==> config.mk <==
export PLATFORM = sky130hd
export DESIGN_NAME = regfile_wb_arbiter_flat
export DESIGN_NICKNAME = d
export VERILOG_FILES = /design/src/rtl/regfile_wb_arbiter_if.sv /design/src/rtl/regfile_wb_arbiter.sv /design/src/flat_wrapper.sv
export SDC_FILE = /design/constraint.sdc
export NUM_CORES = 1
export LEC_CHECK = 0
export CAP_MARGIN = 5
export CORE_UTILIZATION = 46
export CTS_CLUSTER_DIAMETER = 200
export DETAILED_ROUTE_END_ITERATION = 10
export HOLD_SLACK_MARGIN = 0.1
export PLACE_DENSITY = 0.77
export SETUP_SLACK_MARGIN = 0.3
export SLEW_MARGIN = 20
export SYNTH_ARGS = -nofsm -noshare
export SYNTH_HDL_FRONTEND = slang
export SYNTH_SLANG_ARGS = --single-unit
==> constraint.sdc <==
create_clock -name Clk -period 9 [get_ports Clk]
set_input_delay 1.8 -clock Clk [delete_from_list [all_inputs] [get_ports Clk]]
set_output_delay 1.8 -clock Clk [all_outputs]
set_load 0.02 [all_outputs]
==> src/rtl/regfile_wb_arbiter_if.sv <==
// ============================================================================
//  Module   : regfile_wb_arbiter_if
//  Brief    : Write-back requester and register-file write bus for regfile_wb_arbiter.
//  Revision : 1.0
// ============================================================================
`default_nettype none

interface regfile_wb_arbiter_if #(
  parameter int DW = 32,
  parameter int AW = 5
);
  logic              Req0Valid, Req1Valid, Req2Valid;
  logic              Req0Ready, Req1Ready, Req2Ready;
  logic [AW-1:0]     Req0Rd, Req1Rd, Req2Rd;
  logic [DW-1:0]     Req0Data, Req1Data, Req2Data;
  logic [AW-1:0]     RD;
  logic [DW-1:0]     WData;
  logic              RegWr;
  logic [2**AW-1:0]  Busy;

  modport master (
    output Req0Valid, Req1Valid, Req2Valid,
    output Req0Rd, Req1Rd, Req2Rd,
    output Req0Data, Req1Data, Req2Data,
    input  Req0Ready, Req1Ready, Req2Ready,
    input  RD, WData, RegWr, Busy
  );

  modport slave (
    input  Req0Valid, Req1Valid, Req2Valid,
    input  Req0Rd, Req1Rd, Req2Rd,
    input  Req0Data, Req1Data, Req2Data,
    output Req0Ready, Req1Ready, Req2Ready,
    output RD, WData, RegWr, Busy
  );
endinterface

`default_nettype wire

==> src/rtl/regfile_wb_arbiter.sv <==
// ============================================================================
//  Module   : regfile_wb_arbiter
//  Brief    : Three-port write-back arbiter for the register-file write port with
//             per-rd ordering and pending-write scoreboard. Optional WB_STATS_EN
//             adds the ConflictCnt statistics counter.
//  Revision : 1.0
// ============================================================================
`default_nettype none

module regfile_wb_arbiter #(
  parameter int DW = 32,
  parameter int AW = 5
) (
  input  logic                  Clk,
  input  logic                  Reset,
`ifdef WB_STATS_EN
  output logic [15:0]           ConflictCnt,
`endif
  regfile_wb_arbiter_if.slave   bus
);

  localparam int NREG = 2**AW;

  logic [2:0]     in_valid;
  logic [AW-1:0]  in_rd   [3];
  logic [DW-1:0]  in_data [3];

  assign in_valid   = {bus.Req2Valid, bus.Req1Valid, bus.Req0Valid};
  assign in_rd[0]   = bus.Req0Rd;
  assign in_rd[1]   = bus.Req1Rd;
  assign in_rd[2]   = bus.Req2Rd;
  assign in_data[0] = bus.Req0Data;
  assign in_data[1] = bus.Req1Data;
  assign in_data[2] = bus.Req2Data;

  logic [2:0]      valid_q, valid_d;
  logic [AW-1:0]   rd_q   [3];
  logic [AW-1:0]   rd_d   [3];
  logic [DW-1:0]   data_q [3];
  logic [DW-1:0]   data_d [3];
  logic [2:0]      older_q [3];  // older_q[i][j]: entry i was accepted before entry j
  logic [2:0]      older_d [3];
  logic            rr_q, rr_d;   // 0 favours port 0, 1 favours port 1
  logic [NREG-1:0] busy_q, busy_d;

  logic [2:0]      blocked, elig, grant, ready, accept;
  logic [AW-1:0]   sel_rd;
  logic [DW-1:0]   sel_data;

  // An entry is blocked while an older valid entry targets the same non-zero rd.
  always_comb begin
    blocked = '0;
    for (int i = 0; i < 3; i++) begin
      for (int j = 0; j < 3; j++) begin
        if (i != j && valid_q[j] && older_q[j][i] &&
            rd_q[j] == rd_q[i] && rd_q[i] != '0)
          blocked[i] = 1'b1;
      end
    end
    elig = valid_q & ~blocked;
    if (elig[2])
      grant = 3'b100;
    else if (elig[1:0] == 2'b11)
      grant = rr_q ? 3'b010 : 3'b001;
    else
      grant = {1'b0, elig[1:0]};
  end

  assign ready  = ~valid_q | grant;
  assign accept = in_valid & ready;

  always_comb begin
    sel_rd   = '0;
    sel_data = '0;
    for (int i = 0; i < 3; i++) begin
      if (grant[i]) begin
        sel_rd   = rd_q[i];
        sel_data = data_q[i];
      end
    end
  end

  assign bus.Req0Ready = ready[0];
  assign bus.Req1Ready = ready[1];
  assign bus.Req2Ready = ready[2];
  assign bus.RD        = sel_rd;
  assign bus.WData     = sel_data;
  assign bus.RegWr     = (|grant) && (sel_rd != '0);
  assign bus.Busy      = busy_q;

  // Same-edge acceptances rank port 1 oldest, then port 0, then port 2.
  always_comb begin
    valid_d = (valid_q & ~grant) | accept;
    rr_d    = grant[0] ? 1'b1 : (grant[1] ? 1'b0 : rr_q);
    busy_d  = '0;
    for (int i = 0; i < 3; i++) begin
      rd_d[i]   = accept[i] ? in_rd[i]   : rd_q[i];
      data_d[i] = accept[i] ? in_data[i] : data_q[i];
      for (int j = 0; j < 3; j++) begin
        if (i == j)
          older_d[i][j] = 1'b0;
        else if (accept[i] && accept[j])
          older_d[i][j] = (i == 1) || (i == 0 && j == 2);
        else if (accept[i])
          older_d[i][j] = 1'b0;
        else if (accept[j])
          older_d[i][j] = 1'b1;
        else
          older_d[i][j] = older_q[i][j];
      end
    end
    for (int i = 0; i < 3; i++) begin
      if (valid_d[i])
        busy_d[rd_d[i]] = 1'b1;
    end
    busy_d[0] = 1'b0;
  end

  always_ff @(posedge Clk or posedge Reset) begin
    if (Reset) begin
      valid_q <= '0;
      rr_q    <= 1'b0;
      busy_q  <= '0;
      for (int i = 0; i < 3; i++) begin
        rd_q[i]    <= '0;
        data_q[i]  <= '0;
        older_q[i] <= '0;
      end
    end else begin
      valid_q <= valid_d;
      rr_q    <= rr_d;
      busy_q  <= busy_d;
      for (int i = 0; i < 3; i++) begin
        rd_q[i]    <= rd_d[i];
        data_q[i]  <= data_d[i];
        older_q[i] <= older_d[i];
      end
    end
  end

`ifdef WB_STATS_EN
  logic        multi_valid;
  logic [15:0] conflict_q;

  assign multi_valid = (valid_q[0] & valid_q[1]) | (valid_q[0] & valid_q[2]) |
                       (valid_q[1] & valid_q[2]);

  always_ff @(posedge Clk or posedge Reset) begin
    if (Reset)
      conflict_q <= '0;
    else if (multi_valid && conflict_q != 16'hFFFF)
      conflict_q <= conflict_q + 16'd1;
  end

  assign ConflictCnt = conflict_q;
`endif

endmodule

`default_nettype wire

==> src/flat_wrapper.sv <==
// flat-port wrapper written by rule: the top's interface ports become plain ports
module regfile_wb_arbiter_flat 
#(
  parameter int DW = 32,
  parameter int AW = 5
)
  (Clk, Reset, bus_Req0Valid, bus_Req1Valid, bus_Req2Valid, bus_Req0Rd, bus_Req1Rd, bus_Req2Rd, bus_Req0Data, bus_Req1Data, bus_Req2Data, bus_Req0Ready, bus_Req1Ready, bus_Req2Ready, bus_RD, bus_WData, bus_RegWr, bus_Busy);
  regfile_wb_arbiter_if #(.DW(DW), .AW(AW)) bus_i ();
  input  logic Clk;
  input  logic Reset;
  input wire logic [$bits(bus_i.Req0Valid)-1:0] bus_Req0Valid;
  input wire logic [$bits(bus_i.Req1Valid)-1:0] bus_Req1Valid;
  input wire logic [$bits(bus_i.Req2Valid)-1:0] bus_Req2Valid;
  input wire logic [$bits(bus_i.Req0Rd)-1:0] bus_Req0Rd;
  input wire logic [$bits(bus_i.Req1Rd)-1:0] bus_Req1Rd;
  input wire logic [$bits(bus_i.Req2Rd)-1:0] bus_Req2Rd;
  input wire logic [$bits(bus_i.Req0Data)-1:0] bus_Req0Data;
  input wire logic [$bits(bus_i.Req1Data)-1:0] bus_Req1Data;
  input wire logic [$bits(bus_i.Req2Data)-1:0] bus_Req2Data;
  output wire logic [$bits(bus_i.Req0Ready)-1:0] bus_Req0Ready;
  output wire logic [$bits(bus_i.Req1Ready)-1:0] bus_Req1Ready;
  output wire logic [$bits(bus_i.Req2Ready)-1:0] bus_Req2Ready;
  output wire logic [$bits(bus_i.RD)-1:0] bus_RD;
  output wire logic [$bits(bus_i.WData)-1:0] bus_WData;
  output wire logic [$bits(bus_i.RegWr)-1:0] bus_RegWr;
  output wire logic [$bits(bus_i.Busy)-1:0] bus_Busy;
  assign bus_i.Req0Valid = bus_Req0Valid;
  assign bus_i.Req1Valid = bus_Req1Valid;
  assign bus_i.Req2Valid = bus_Req2Valid;
  assign bus_i.Req0Rd = bus_Req0Rd;
  assign bus_i.Req1Rd = bus_Req1Rd;
  assign bus_i.Req2Rd = bus_Req2Rd;
  assign bus_i.Req0Data = bus_Req0Data;
  assign bus_i.Req1Data = bus_Req1Data;
  assign bus_i.Req2Data = bus_Req2Data;
  assign bus_Req0Ready = bus_i.Req0Ready;
  assign bus_Req1Ready = bus_i.Req1Ready;
  assign bus_Req2Ready = bus_i.Req2Ready;
  assign bus_RD = bus_i.RD;
  assign bus_WData = bus_i.WData;
  assign bus_RegWr = bus_i.RegWr;
  assign bus_Busy = bus_i.Busy;
  regfile_wb_arbiter #(.DW(DW), .AW(AW)) u_core (.Clk(Clk), .Reset(Reset), .bus(bus_i));
endmodule
==> flow_metrics.py <==
metrics = {
    "power_and_ir_drop": {
        "power_density_nw_per_um2": 338,
        "leakage_nw": 4.49,
        "max-vdd-ir-drop_mv": 0.195,
    },
    "timing": {
        "rsz0062_at_grt": "no",
        "post-route-min-period_ps": 5730,
        "setup_violations": 0,
        "slew_headroom_pct": 27.1,
        "worst_pin_slew_ps": 1090,
        "fin_crit_sh_pct": 63.6,
        "hold_viol": 0,
        "fin_tns_setup_ps": 0,
        "fmaxAchievable_mhz": 175,
        "finClkSkew_ps": 8.30,
        "maxSlewViolCount": 0,
    },
    "cells_and_area": {
        "area_delta_synth_final_pct": 33.0,
        "antennaDiodeCount": 0,
        "seq_area_um2": 3800,
        "nNetsFinal": 1019,
        "final_area_um2": 10200,
        "drive_above_1_share_pct": 14.6,
        "multi_input_area_um2": 3450,
        "fillCellCount": 1327,
        "finish.utilization_pct": 63.6,
    },
    "drt": {
        "num_vias": 6467,
        "dr.pass1.iters": 6,
        "wl_per_cell_um": 19.1,
        "drt-total-wl_um": 21600,
        "via_per_inst": 5.72,
        "postRouteAntennaNets": 0,
        "drc": 0,
        "drt_iter0_markers": 712,
    },
    "worst_setup_path": {
        "end_kind": "output port",
        "r2r-end": "u_core.bus.Busy[10]",
        "worstReg2RegStart": "u_core.rd_q[12]",
        "critical_path.max_fanout": 32,
        "crit_path_start_kind": "flop",
        "r2r_slack_ps": 5430,
        "cp-endpoint": "bus_WData[3]",
        "slowest_delay_ps": 620,
        "cp_cell_sequence": "xor2_1 -> nor3_2 -> nand4_1 -> a22oi_2 -> o22ai_1 -> nor3_4 -> buf_4 -> a222oi_1 -> inv_1 -> clkdlybuf4s50_1",
        "startpoint": "u_core.rd_q[12]",
        "cpLargestDelayFamily": "buffers and inverters",
        "path_depth": 10,
        "cp_num_buf_inv": 3,
        "slowest_stage": "clkdlybuf4s50_1",
        "ff2ff_path_depth": 10,
        "criticalPathCategory": "reg -> out",
        "required_ps": 7200,
        "critPathArrivalTime_ps": 3930,
    },
    "clock_network": {
        "holdBufCountCts": 0,
        "cts_setup_buffers": 0,
        "clk_path_buf_depth": 2,
        "clk_latency_ps": 420,
        "cts.sinks": 152,
        "cts_tree": "done",
        "root_buffer": "clkbuf_16",
        "clk_pin_slew_worst_paths_ps": 60,
        "cts_resized": 0,
        "h-tree-depth": 4,
        "cts_made_buffers": 17,
    },
    "yosys": {
        "synth_edf_count": 0,
        "syn_nets": 866,
        "synth-main-ff-cell": "dfrtp_1",
        "syn_area_um2": 7700,
        "syn_inst": 750,
        "syn_area_per_cell_um2": 10.3,
        "yosys_warnings": 0,
        "synth-seq-area-share_pct": 49.4,
        "synth_cell_types": 62,
        "async_flop_share_pct": 100,
        "ys_ff_latch": 152,
    },
    "run": {
        "max_cap_violations": 0,
    },
    "placed_design": {
        "post-dp-hpwl_um": 14600,
        "place.gp.congestion": 0.953,
        "placed_area_um2": 9640,
        "port_buffers": 187,
    },
    "worst_hold_path": {
        "min_path_type": "reg -> reg",
    },
    "global_route": {
        "grt_use_total_pct": 25.6,
        "grt_pass1_wl_um": 34500,
        "antenna_found_initial": 0,
        "grt_overflow": 0,
        "grt_pass1_vias": 6390,
        "grt_max_degree": 79,
    },
    "floorplanning": {
        "ioPinCount": 189,
        "die_y_um": 131,
        "die-area_um2": 17300,
        "num_rows": 46,
        "design.core.area_um2": 16100,
        "start_util_pct": 47.8,
        "die_x_um": 131,
    },
    "status": {
        "run_status": "completed",
    },
}
==> report_power, final <==
group	switching (mW)	internal, mW	total [mW]	leakage [nW]
clock network	0.286	0.430	0.716	0.286
logic	0.904	0.710	1.61	2.34
registers	0.199	0.934	1.13	1.86
total	1.39	2.07	3.46	4.49
==> tightest hold or removal path, stage by stage, from the launching register on <==
cell	delay [ps]
dfrtp_1	340
nand2_1	50
nand2_1	60
==> worst min-delay path by stage <==
| stage | from | end | slack, ps | cells past startpoint |
|---|---|---|---|---|
| after floorplan | u_core.data_q[64] | u_core.data_q[64] | 440 | 2 |
| after global placement | u_core.data_q[85] | u_core.data_q[85] | 460 | 2 |
| after detailed placement | u_core.data_q[86] | u_core.data_q[86] | 460 | 2 |
| after CTS | u_core.data_q[86] | u_core.data_q[86] | 480 | 2 |
| after global routing | u_core.data_q[89] | u_core.data_q[89] | 500 | 2 |
| final | u_core.older_q[5] | u_core.older_q[5] | 480 | 2 |
==> cell usage in the layout, fill, tap and decap left out, types with 7 or more instances in the layout <==
master             n
clkdlybuf4s50_1  187
nand2_1          161
dfrtp_1          152
mux2_2            73
inv_1             46
a222oi_1          37
nor2_1            27
o221ai_1          27
clkbuf_16         17
xor2_1            15
nor3_1            12
o21ai_0            9
nand3_1            8
a21oi_1            7
mux2i_1            7
==> cell families (layout without fill, tap and decap cells) <==
group	count (synthesis)	after routing	synth area share, %
xor gates and xnor gates	15	15	1.71
muxes	87	87	12.7
other	1	1	0.0487
buffers and inverters	111	276	6.24
AOI/OAI and AO/OA	123	123	14.3
DFF	152	152	49.4
and+or+nand+nor	261	261	15.6
==> layer usage <==
layer	wire length [um]	up-vias	GRT usage, %
met3	2130	34	9.45
met2	9820	310	39.3
met1	9100	3147	32.9
li1	-	2976	-
met5	0	-	0
met4	524	0	9.37
==> registers in the layout, summed over array words and instances, names as in the netlist <==
name / cells
u_core.bus.Busy: 31
u_core.valid_q: 3
u_core.rd_q: 15
u_core.rr_q: 1
u_core.older_q: 6
u_core.data_q: 96
==> metrics by stage <==
| stage | hold WS (ps) | setup WS (ps) | total power, mW | instances |
|---|---|---|---|---|
| after detailed placement | 462 | 3440 | 2.72 | 1099 |
| final | 478 | 3270 | 3.46 | 1131 |
| after global routing | 499 | 3000 | 3.64 | 1131 |
| after CTS | 481 | 2970 | 3.45 | 1130 |
| after floorplan | 445 | 3110 | 2.13 | 750 |
| after global placement | 460 | 3480 | 2.70 | 1099 |
==> layout make-up <==
cell class                 count  area share (%)
clock inverter                10            1.17
clock buffer                  21            4.59
tap                          216            2.64
multi-input combinational    487            33.6
timing repair buffer         194            18.9
inverter                      51            1.94
sequential                   152            37.1
==> cell usage after synthesis (3+ instances only) <==
master,number,area share (%)
inv_1,47,2.3
a222oi_1,37,4.8
nor2b_1,6,0.49
nand4b_1,4,0.45
o31ai_1,3,0.29
nor4_1,3,0.24
buf_4,3,0.29
nand2b_1,6,0.49
xor2_1,15,1.7
mux2i_1,7,0.91
nand3_1,8,0.52
a41oi_1,3,0.34
o221ai_1,27,3.1
nor4b_1,5,0.57
nor3_1,12,0.78
nand4_1,6,0.49
a21oi_1,7,0.45
buf_2,34,2.2
inv_2,3,0.15
nor3_2,4,0.52
a31oi_1,6,0.49
mux2_2,73,11
mux2_1,6,0.88
nand2_1,162,7.9
dfrtp_1,152,49
a221o_1,3,0.39
o21a_1,4,0.39
nand3b_1,6,0.58
o21ai_0,9,0.58
clkbuf_1,21,1.0
nor2_1,29,1.4
Note: power is estimated with default switching activity, not from simulation.
